## src/rtl/ysyx_23060072_lsu_stage.sv

```systemverilog
// Load/store unit stage. It sits between ex_stage and wb_stage.
// It computes the effective address and runs one SRAM-style req/gnt/rvalid
// transaction per load or store. The pipeline is stalled while an access is
// in flight. The write-back bundle it hands to wb_stage is registered.
module ysyx_23060072_lsu_stage #(
    parameter int ADDR_W = 32
) (
    input  logic              clk,
    input  logic              rst_n,
    input  logic              wb_flag_i,
    input  logic [1:0]        LSU_type_i,
    input  logic              store_flag_i,
    input  logic              load_flag_i,
    input  logic              LSU_signed_i,
    input  logic [4:0]        wb_addr_i,
    input  logic [31:0]       operand_a_i,
    input  logic [31:0]       operand_b_i,
    input  logic [31:0]       operand_imm_i,
    input  logic [31:0]       wb_data_ex_i,
    output logic              lsu_hold_flag_o,
    output logic              misaligned_o,
    output logic              mem_req_o,
    output logic              mem_we_o,
    output logic [ADDR_W-1:0] mem_addr_o,
    output logic [31:0]       mem_wdata_o,
    output logic [3:0]        mem_wstrb_o,
    input  logic              mem_gnt_i,
    input  logic              mem_rvalid_i,
    input  logic [31:0]       mem_rdata_i,
    output logic              wb_flag_o,
    output logic [4:0]        wb_addr_o,
    output logic [31:0]       wb_data_o
);

    localparam logic [1:0] S_IDLE = 2'd0;
    localparam logic [1:0] S_REQ  = 2'd1;
    localparam logic [1:0] S_WAIT = 2'd2;

    logic [1:0]        state_r;
    logic [1:0]        state_nxt_s;
    logic [31:0]       ea_s;
    logic [31:0]       addr_word_s;
    logic              mem_op_s;
    logic              misaligned_s;
    logic              start_s;

    logic              mem_req_r;
    logic              mem_we_r;
    logic [ADDR_W-1:0] mem_addr_r;
    logic [31:0]       mem_wdata_r;
    logic [3:0]        mem_wstrb_r;
    logic [1:0]        off_r;
    logic [1:0]        size_r;
    logic              signed_r;
    logic [4:0]        wb_addr_lat_r;
    logic              wb_flag_lat_r;
    logic              misaligned_r;
    logic              wb_flag_r;
    logic [4:0]        wb_addr_r;
    logic [31:0]       wb_data_r;

    // Byte enables for a store of the given size at the given byte offset.
    function automatic logic [3:0] fmt_wstrb(input logic [1:0] size, input logic [1:0] off);
        case (size)
            2'b00:   return 4'b0001 << off;
            2'b01:   return 4'b0011 << {off[1], 1'b0};
            default: return 4'b1111;
        endcase
    endfunction

    // Replicate the store data across all lanes so that any strobe selects it.
    function automatic logic [31:0] fmt_wdata(input logic [1:0] size, input logic [31:0] data);
        case (size)
            2'b00:   return {4{data[7:0]}};
            2'b01:   return {2{data[15:0]}};
            default: return data;
        endcase
    endfunction

    // Extract the addressed lane from read data and extend it to 32 bits.
    function automatic logic [31:0] fmt_rdata(input logic [1:0] size, input logic [1:0] off,
                                               input logic sgn, input logic [31:0] data);
        logic [7:0]  lane_b;
        logic [15:0] lane_h;
        lane_b = data[{off, 3'b000} +: 8];
        lane_h = data[{off[1], 4'b0000} +: 16];
        case (size)
            2'b00:   return {{24{sgn & lane_b[7]}}, lane_b};
            2'b01:   return {{16{sgn & lane_h[15]}}, lane_h};
            default: return data;
        endcase
    endfunction

    assign ea_s        = operand_a_i + operand_imm_i;
    assign addr_word_s = {ea_s[31:2], 2'b00};
    assign mem_op_s    = load_flag_i | store_flag_i;
    assign start_s     = (state_r == S_IDLE) & mem_op_s & ~misaligned_s;

    // Alignment check on the effective address for the requested access size.
    always_comb begin
        misaligned_s = 1'b0;
        case (LSU_type_i)
            2'b00:   misaligned_s = 1'b0;
            2'b01:   misaligned_s = ea_s[0];
            default: misaligned_s = |ea_s[1:0];
        endcase
    end

    // Next-state logic of the request / wait sequencer.
    always_comb begin
        state_nxt_s = state_r;
        case (state_r)
            S_IDLE: begin
                if (start_s) state_nxt_s = S_REQ;
                else         state_nxt_s = S_IDLE;
            end
            S_REQ: begin
                if (mem_gnt_i) state_nxt_s = S_WAIT;
                else           state_nxt_s = S_REQ;
            end
            S_WAIT: begin
                if (mem_rvalid_i) state_nxt_s = S_IDLE;
                else              state_nxt_s = S_WAIT;
            end
            default: state_nxt_s = S_IDLE;
        endcase
    end

    // Stall request. It drops in the cycle the response arrives so that the
    // upstream stage can advance at the same edge the result is captured.
    always_comb begin
        lsu_hold_flag_o = 1'b0;
        case (state_r)
            S_IDLE:  lsu_hold_flag_o = start_s;
            S_REQ:   lsu_hold_flag_o = 1'b1;
            S_WAIT:  lsu_hold_flag_o = ~mem_rvalid_i;
            default: lsu_hold_flag_o = 1'b0;
        endcase
    end

    // State register.
    always_ff @(posedge clk or negedge rst_n) begin
        if (!rst_n) state_r <= S_IDLE;
        else        state_r <= state_nxt_s;
    end

    // Latch the request fields when an access starts; hold them until the grant.
    always_ff @(posedge clk or negedge rst_n) begin
        if (!rst_n) begin
            mem_req_r     <= 1'b0;
            mem_we_r      <= 1'b0;
            mem_addr_r    <= {ADDR_W{1'b0}};
            mem_wdata_r   <= 32'h0000_0000;
            mem_wstrb_r   <= 4'b0000;
            off_r         <= 2'b00;
            size_r        <= 2'b00;
            signed_r      <= 1'b0;
            wb_addr_lat_r <= 5'd0;
            wb_flag_lat_r <= 1'b0;
        end else if (start_s) begin
            mem_req_r     <= 1'b1;
            mem_we_r      <= store_flag_i;
            mem_addr_r    <= addr_word_s[ADDR_W-1:0];
            mem_wdata_r   <= store_flag_i ? fmt_wdata(LSU_type_i, operand_b_i) : 32'h0000_0000;
            mem_wstrb_r   <= store_flag_i ? fmt_wstrb(LSU_type_i, ea_s[1:0]) : 4'b0000;
            off_r         <= ea_s[1:0];
            size_r        <= LSU_type_i;
            signed_r      <= LSU_signed_i;
            wb_addr_lat_r <= wb_addr_i;
            wb_flag_lat_r <= wb_flag_i;
        end else if ((state_r == S_REQ) && mem_gnt_i) begin
            mem_req_r     <= 1'b0;
        end else begin
            mem_req_r     <= mem_req_r & (state_r == S_REQ);
        end
    end

    // Write-back bundle. During a stall it is a bubble (flag 0). The memory
    // result is committed once, at the response edge.
    always_ff @(posedge clk or negedge rst_n) begin
        if (!rst_n) begin
            wb_flag_r    <= 1'b0;
            wb_addr_r    <= 5'd0;
            wb_data_r    <= 32'h0000_0000;
            misaligned_r <= 1'b0;
        end else begin
            misaligned_r <= (state_r == S_IDLE) & mem_op_s & misaligned_s;
            case (state_r)
                S_IDLE: begin
                    if (!mem_op_s || misaligned_s) begin
                        wb_flag_r <= wb_flag_i & ~mem_op_s;
                        wb_addr_r <= wb_addr_i;
                        wb_data_r <= wb_data_ex_i;
                    end else begin
                        wb_flag_r <= 1'b0;
                    end
                end
                S_WAIT: begin
                    if (mem_rvalid_i) begin
                        wb_flag_r <= wb_flag_lat_r;
                        wb_addr_r <= wb_addr_lat_r;
                        wb_data_r <= mem_we_r ? 32'h0000_0000
                                              : fmt_rdata(size_r, off_r, signed_r, mem_rdata_i);
                    end else begin
                        wb_flag_r <= 1'b0;
                    end
                end
                default: wb_flag_r <= 1'b0;
            endcase
        end
    end

    assign mem_req_o    = mem_req_r;
    assign mem_we_o     = mem_we_r;
    assign mem_addr_o   = mem_addr_r;
    assign mem_wdata_o  = mem_wdata_r;
    assign mem_wstrb_o  = mem_wstrb_r;
    assign misaligned_o = misaligned_r;
    assign wb_flag_o    = wb_flag_r;
    assign wb_addr_o    = wb_addr_r;
    assign wb_data_o    = wb_data_r;

endmodule

```

## config.mk

```make
export PLATFORM = sky130hd
export DESIGN_NAME = ysyx_23060072_lsu_stage
export DESIGN_NICKNAME = d
export VERILOG_FILES = /design/src/rtl/ysyx_23060072_lsu_stage.sv
export SDC_FILE = /design/constraint.sdc
export NUM_CORES = 1
export LEC_CHECK = 0
export CAP_MARGIN = 20
export CORE_ASPECT_RATIO = 1.2
export CORE_MARGIN = 2
export CORE_UTILIZATION = 47
export CTS_BUF_LIST = sky130_fd_sc_hd__clkbuf_4 sky130_fd_sc_hd__clkbuf_8
export DETAILED_ROUTE_END_ITERATION = 8
export GPL_TIMING_DRIVEN = 0
export PLACE_DENSITY_LB_ADDON = 0.2
export RECOVER_POWER = 100
export SETUP_SLACK_MARGIN = 0.1
export SYNTH_ARGS = -nofsm -noshare
export SYNTH_HDL_FRONTEND = slang
export SYNTH_SLANG_ARGS = --single-unit
```

## constraint.sdc

```tcl
create_clock -name clk -period 6.2 [get_ports clk]
set_input_delay 1.55 -clock clk [delete_from_list [all_inputs] [get_ports clk]]
set_output_delay 1.55 -clock clk [all_outputs]
set_load 0.05 [all_outputs]
```

==> results.yml <==
synth:
  netlist_area_mm2: 0.00742
  syn_avg_cell_area_um2: 8.29
  synth_edf_count: 0
  ys.flop_type: "dfrtp_1"
  syn_inst: 895
  yosysSeqAreaShare_pct: 40.5
  yosys_warnings: 0
  ys_ff_latch: 120
  synthArstFlopShare_pct: 100
  ys_types: 58
grt:
  grt_use_total_pct: 30.6
  grt_use_met2_pct: 54.4
  met3_usage_pct: 7.40
  antenna_found_initial: 0
  globalRoute.totalOverflow: 0
  grt.met1_usage_pct: 35.4
  grt_first_pass_wirelength_mm: 40.1
  grt_pass1_vias: 7658
  busiest_layer: "met2"
  grt_max_degree: 64
cts:
  cts_made_buffers: 17
  numClockSinks: 120
  clock-root-buffer: "clkbuf_8"
  clock_latency_ns: 0.44
  clkSlewWorstSetupHoldPaths_ns: 0.07
  tritoncts: "yes"
  cts_htree_levels: 4
  hold_buffers: 0
  clockBufferDepth: 2
finish:
  nNetsFinal: 1404
  antenna_cells: 0
  final_layout_size_suffix_gt1_share_pct: 6.03
  stdcell_count: 1418
  syn_to_final_growth_pct: 47.3
run:
  drv_cap: 2
floorplanning:
  die_y_um: 142
  start_util_pct: 47.8
  coreArea_mm2: 0.0155
  die_x_um: 119
  ios: 285
  die_area_mm2: 0.0168
  rows: 50
worst_setup_path:
  slowest_stage: "fa_1"
  crit_top_cell: "buf_4"
  critical_path.max_fanout: 19
  cp-start-kind: "input port"
  cp.arrival_ns: 4.39
  cp.required_ns: 4.65
  slowest_delay_ns: 0.60
  cp-end-kind: "primary output"
  worstPathCellList: "clkdlybuf4s50_1, ha_1, inv_1, fa_1, nor2b_1, a21oi_1, nand2_2, buf_2, buf_4, a22oi_2, buf_4"
  critPathKind: "input port to primary output"
sta:
  whs_ns: 0.461
  slew_headroom_pct: -116
  grt_setup_unrepaired: "no"
  setup_tns_ns: 0
  postLayoutSetupSlackWorst_ns: 0.259
  finalClockSkew_ns: 0.0117
  timing.fmax_mhz: 168
  final_hold_viol_count: 0
  min_period_over_period_pct: 95.8
  maxSlewViolCount: 123
  min_period_ns: 5.94
  worst_pin_slew_ns: 3.24
  setup_violations: 0
routing:
  wl_per_cell_um: 18.2
  vias_per_cell: 5.53
  wirelength_mm: 25.9
  firstDrtPassIters: 5
  ant_nets: 0
  drt_iter0_drc: 612
  drc: 0
  vias: 7836
place:
  place_inst: 1387
  place_hpwl_mm: 20.2
  place.gp.congestion: 0.924
  place_ws_ns: -1.38
  io_buffer_count: 282
pwr:
  power.density_mw_per_mm2: 493
  cellLeakagePower_nw: 4.94
  vdd_drop_max_mv: 0.252
outcome:
  violations: "capacitance limit, slew limit"
  status: "finished, violations left"
worst_hold_path:
  hp-class: "flip-flop to flip-flop"
report_power, final:
part | switching, W | total (W) | internal, W
combinational | 0.00227 | 0.00322 | 0.000951
clock | 0.000336 | 0.000799 | 0.000462
sequential | 0.000208 | 0.00137 | 0.00116
sequential cells by signal (all words and copies together), names as in the netlist, 2 cells and up:
name,count
off_r,2
mem_wstrb_o,4
wb_data_o,32
mem_addr_o,30
state_r,2
mem_wdata_o,32
wb_addr_lat_r,5
size_r,2
wb_addr_o,5
worst paths after layout:
check	from	end	slack [ns]	depth (start not counted)
max in group asynchronous	rst_n	mem_addr_o[30]$_DFFE_PN0N_	1.17	2
max reg2reg	off_r[1]$_DFFE_PN0N_	wb_data_o[21]$_DFFE_PN0P_	3.62	10
min	mem_wdata_o[0]$_DFFE_PN0N_	mem_wdata_o[0]$_DFFE_PN0N_	0.46	2
min reg2reg	mem_wdata_o[0]$_DFFE_PN0N_	mem_wdata_o[0]$_DFFE_PN0N_	0.46	2
max	operand_a_i[0]	lsu_hold_flag_o	0.26	11
min in group asynchronous	rst_n	wb_data_o[4]$_DFFE_PN0P_	2.16	1
placed cells by master, fill, tap and decap left out, drive strengths merged, types with 9 or more instances in the layout:
cell type        n
a2111oi         16
a21boi          18
a21o            13
a21oi           64
buf             12
clkbuf          70
clkdlybuf4s50  171
dfrtp          120
dlygate4sd3    109
ha              31
inv             25
mux2            16
mux2i           21
nand2          199
nand2b          12
nand3           40
nor2            37
o21ai          118
xnor2           11
xor2             9
layout make-up:
type,count,area [µm²]
Clock buffer,21,270
Inverter,25,93.8
Buffer,58,236
Sequential cell,120,3000
Clock inverter,11,173
Tap cell,208,260
Multi-Input combinational cell,692,4070
Fill cell,1331,4590
Timing Repair Buffer,283,2820
cell usage after synthesis, drive strengths merged (2+ instances only):
cell type	n	area share, %
a2111oi	16	2.0
a211oi	6	0.61
a21boi	18	1.8
a21o	13	1.3
a21oi	64	4.4
a221oi	4	0.56
a31o	2	0.24
a31oi	5	0.42
and2	2	0.17
and3	2	0.17
buf	10	0.69
clkbuf	49	2.5
dfrtp	120	40
ha	31	5.2
inv	25	1.3
mux2	16	2.4
mux2i	21	2.8
nand2	199	10
nand2b	12	1.0
nand3	40	2.8
nand4	6	0.51
nor2	37	1.9
nor2b	6	0.51
nor3	7	0.61
nor3b	3	0.30
o211ai	4	0.40
o21a	7	0.71
o21ai	118	8.0
o21bai	3	0.30
o22ai	2	0.17
o31a	2	0.24
o31ai	5	0.69
or2	2	0.17
or4	6	0.61
xnor2	11	1.3
xor2	9	1.1
metal layers:
| layer | part of all wire [%] | vias to the layer above |
|---|---|---|
| met5 | 0 | - |
| met4 | 3.4 | 0 |
| met3 | 6.9 | 54 |
| met2 | 51 | 346 |
| met1 | 39 | 3684 |
| li1 | - | 3752 |
worst max-delay path: cells and delay by family:
family	cells	cell delay, ns
AO/OA/AOI/OAI	2	0.44
adder cells (fa/ha/maj)	2	0.82
buffers and inverters	5	1.29
AND/OR/NAND/NOR	2	0.28
repair_timing:
item	4_1_cts	5_1_grt
setup buffers	0	0
endpoints found under the setup margin	1	1
gates resized for setup	11	2
logic make-up (layout without fill, tap and decap cells):
family / after synthesis / in the layout / share of synthesized area (%)
buffers and inverters: 84 / 398 / 4.44
adder cells (fa/ha/maj): 32 / 32 / 5.50
AND/OR/NAND/NOR: 327 / 327 / 19.3
other: 1 / 2 / 0.0506
multiplexers: 38 / 38 / 5.57
AO/OA/AOI/OAI: 273 / 273 / 22.3
XOR/XNOR: 20 / 20 / 2.36
flip-flops: 120 / 120 / 40.5
metrics by stage:
stage / utilization (%) / instance area (µm²) / total power, W
after CTS: 70.8 / 11000 / 0.00553
after global placement: 67.7 / 10500 / 0.00468
final: 70.4 / 10900 / 0.00539
after global routing: 70.4 / 10900 / 0.00567
after detailed placement: 67.9 / 10500 / 0.00473
after floorplan: - / 7420 / 0.00350
(Power assumes the default switching activity.)
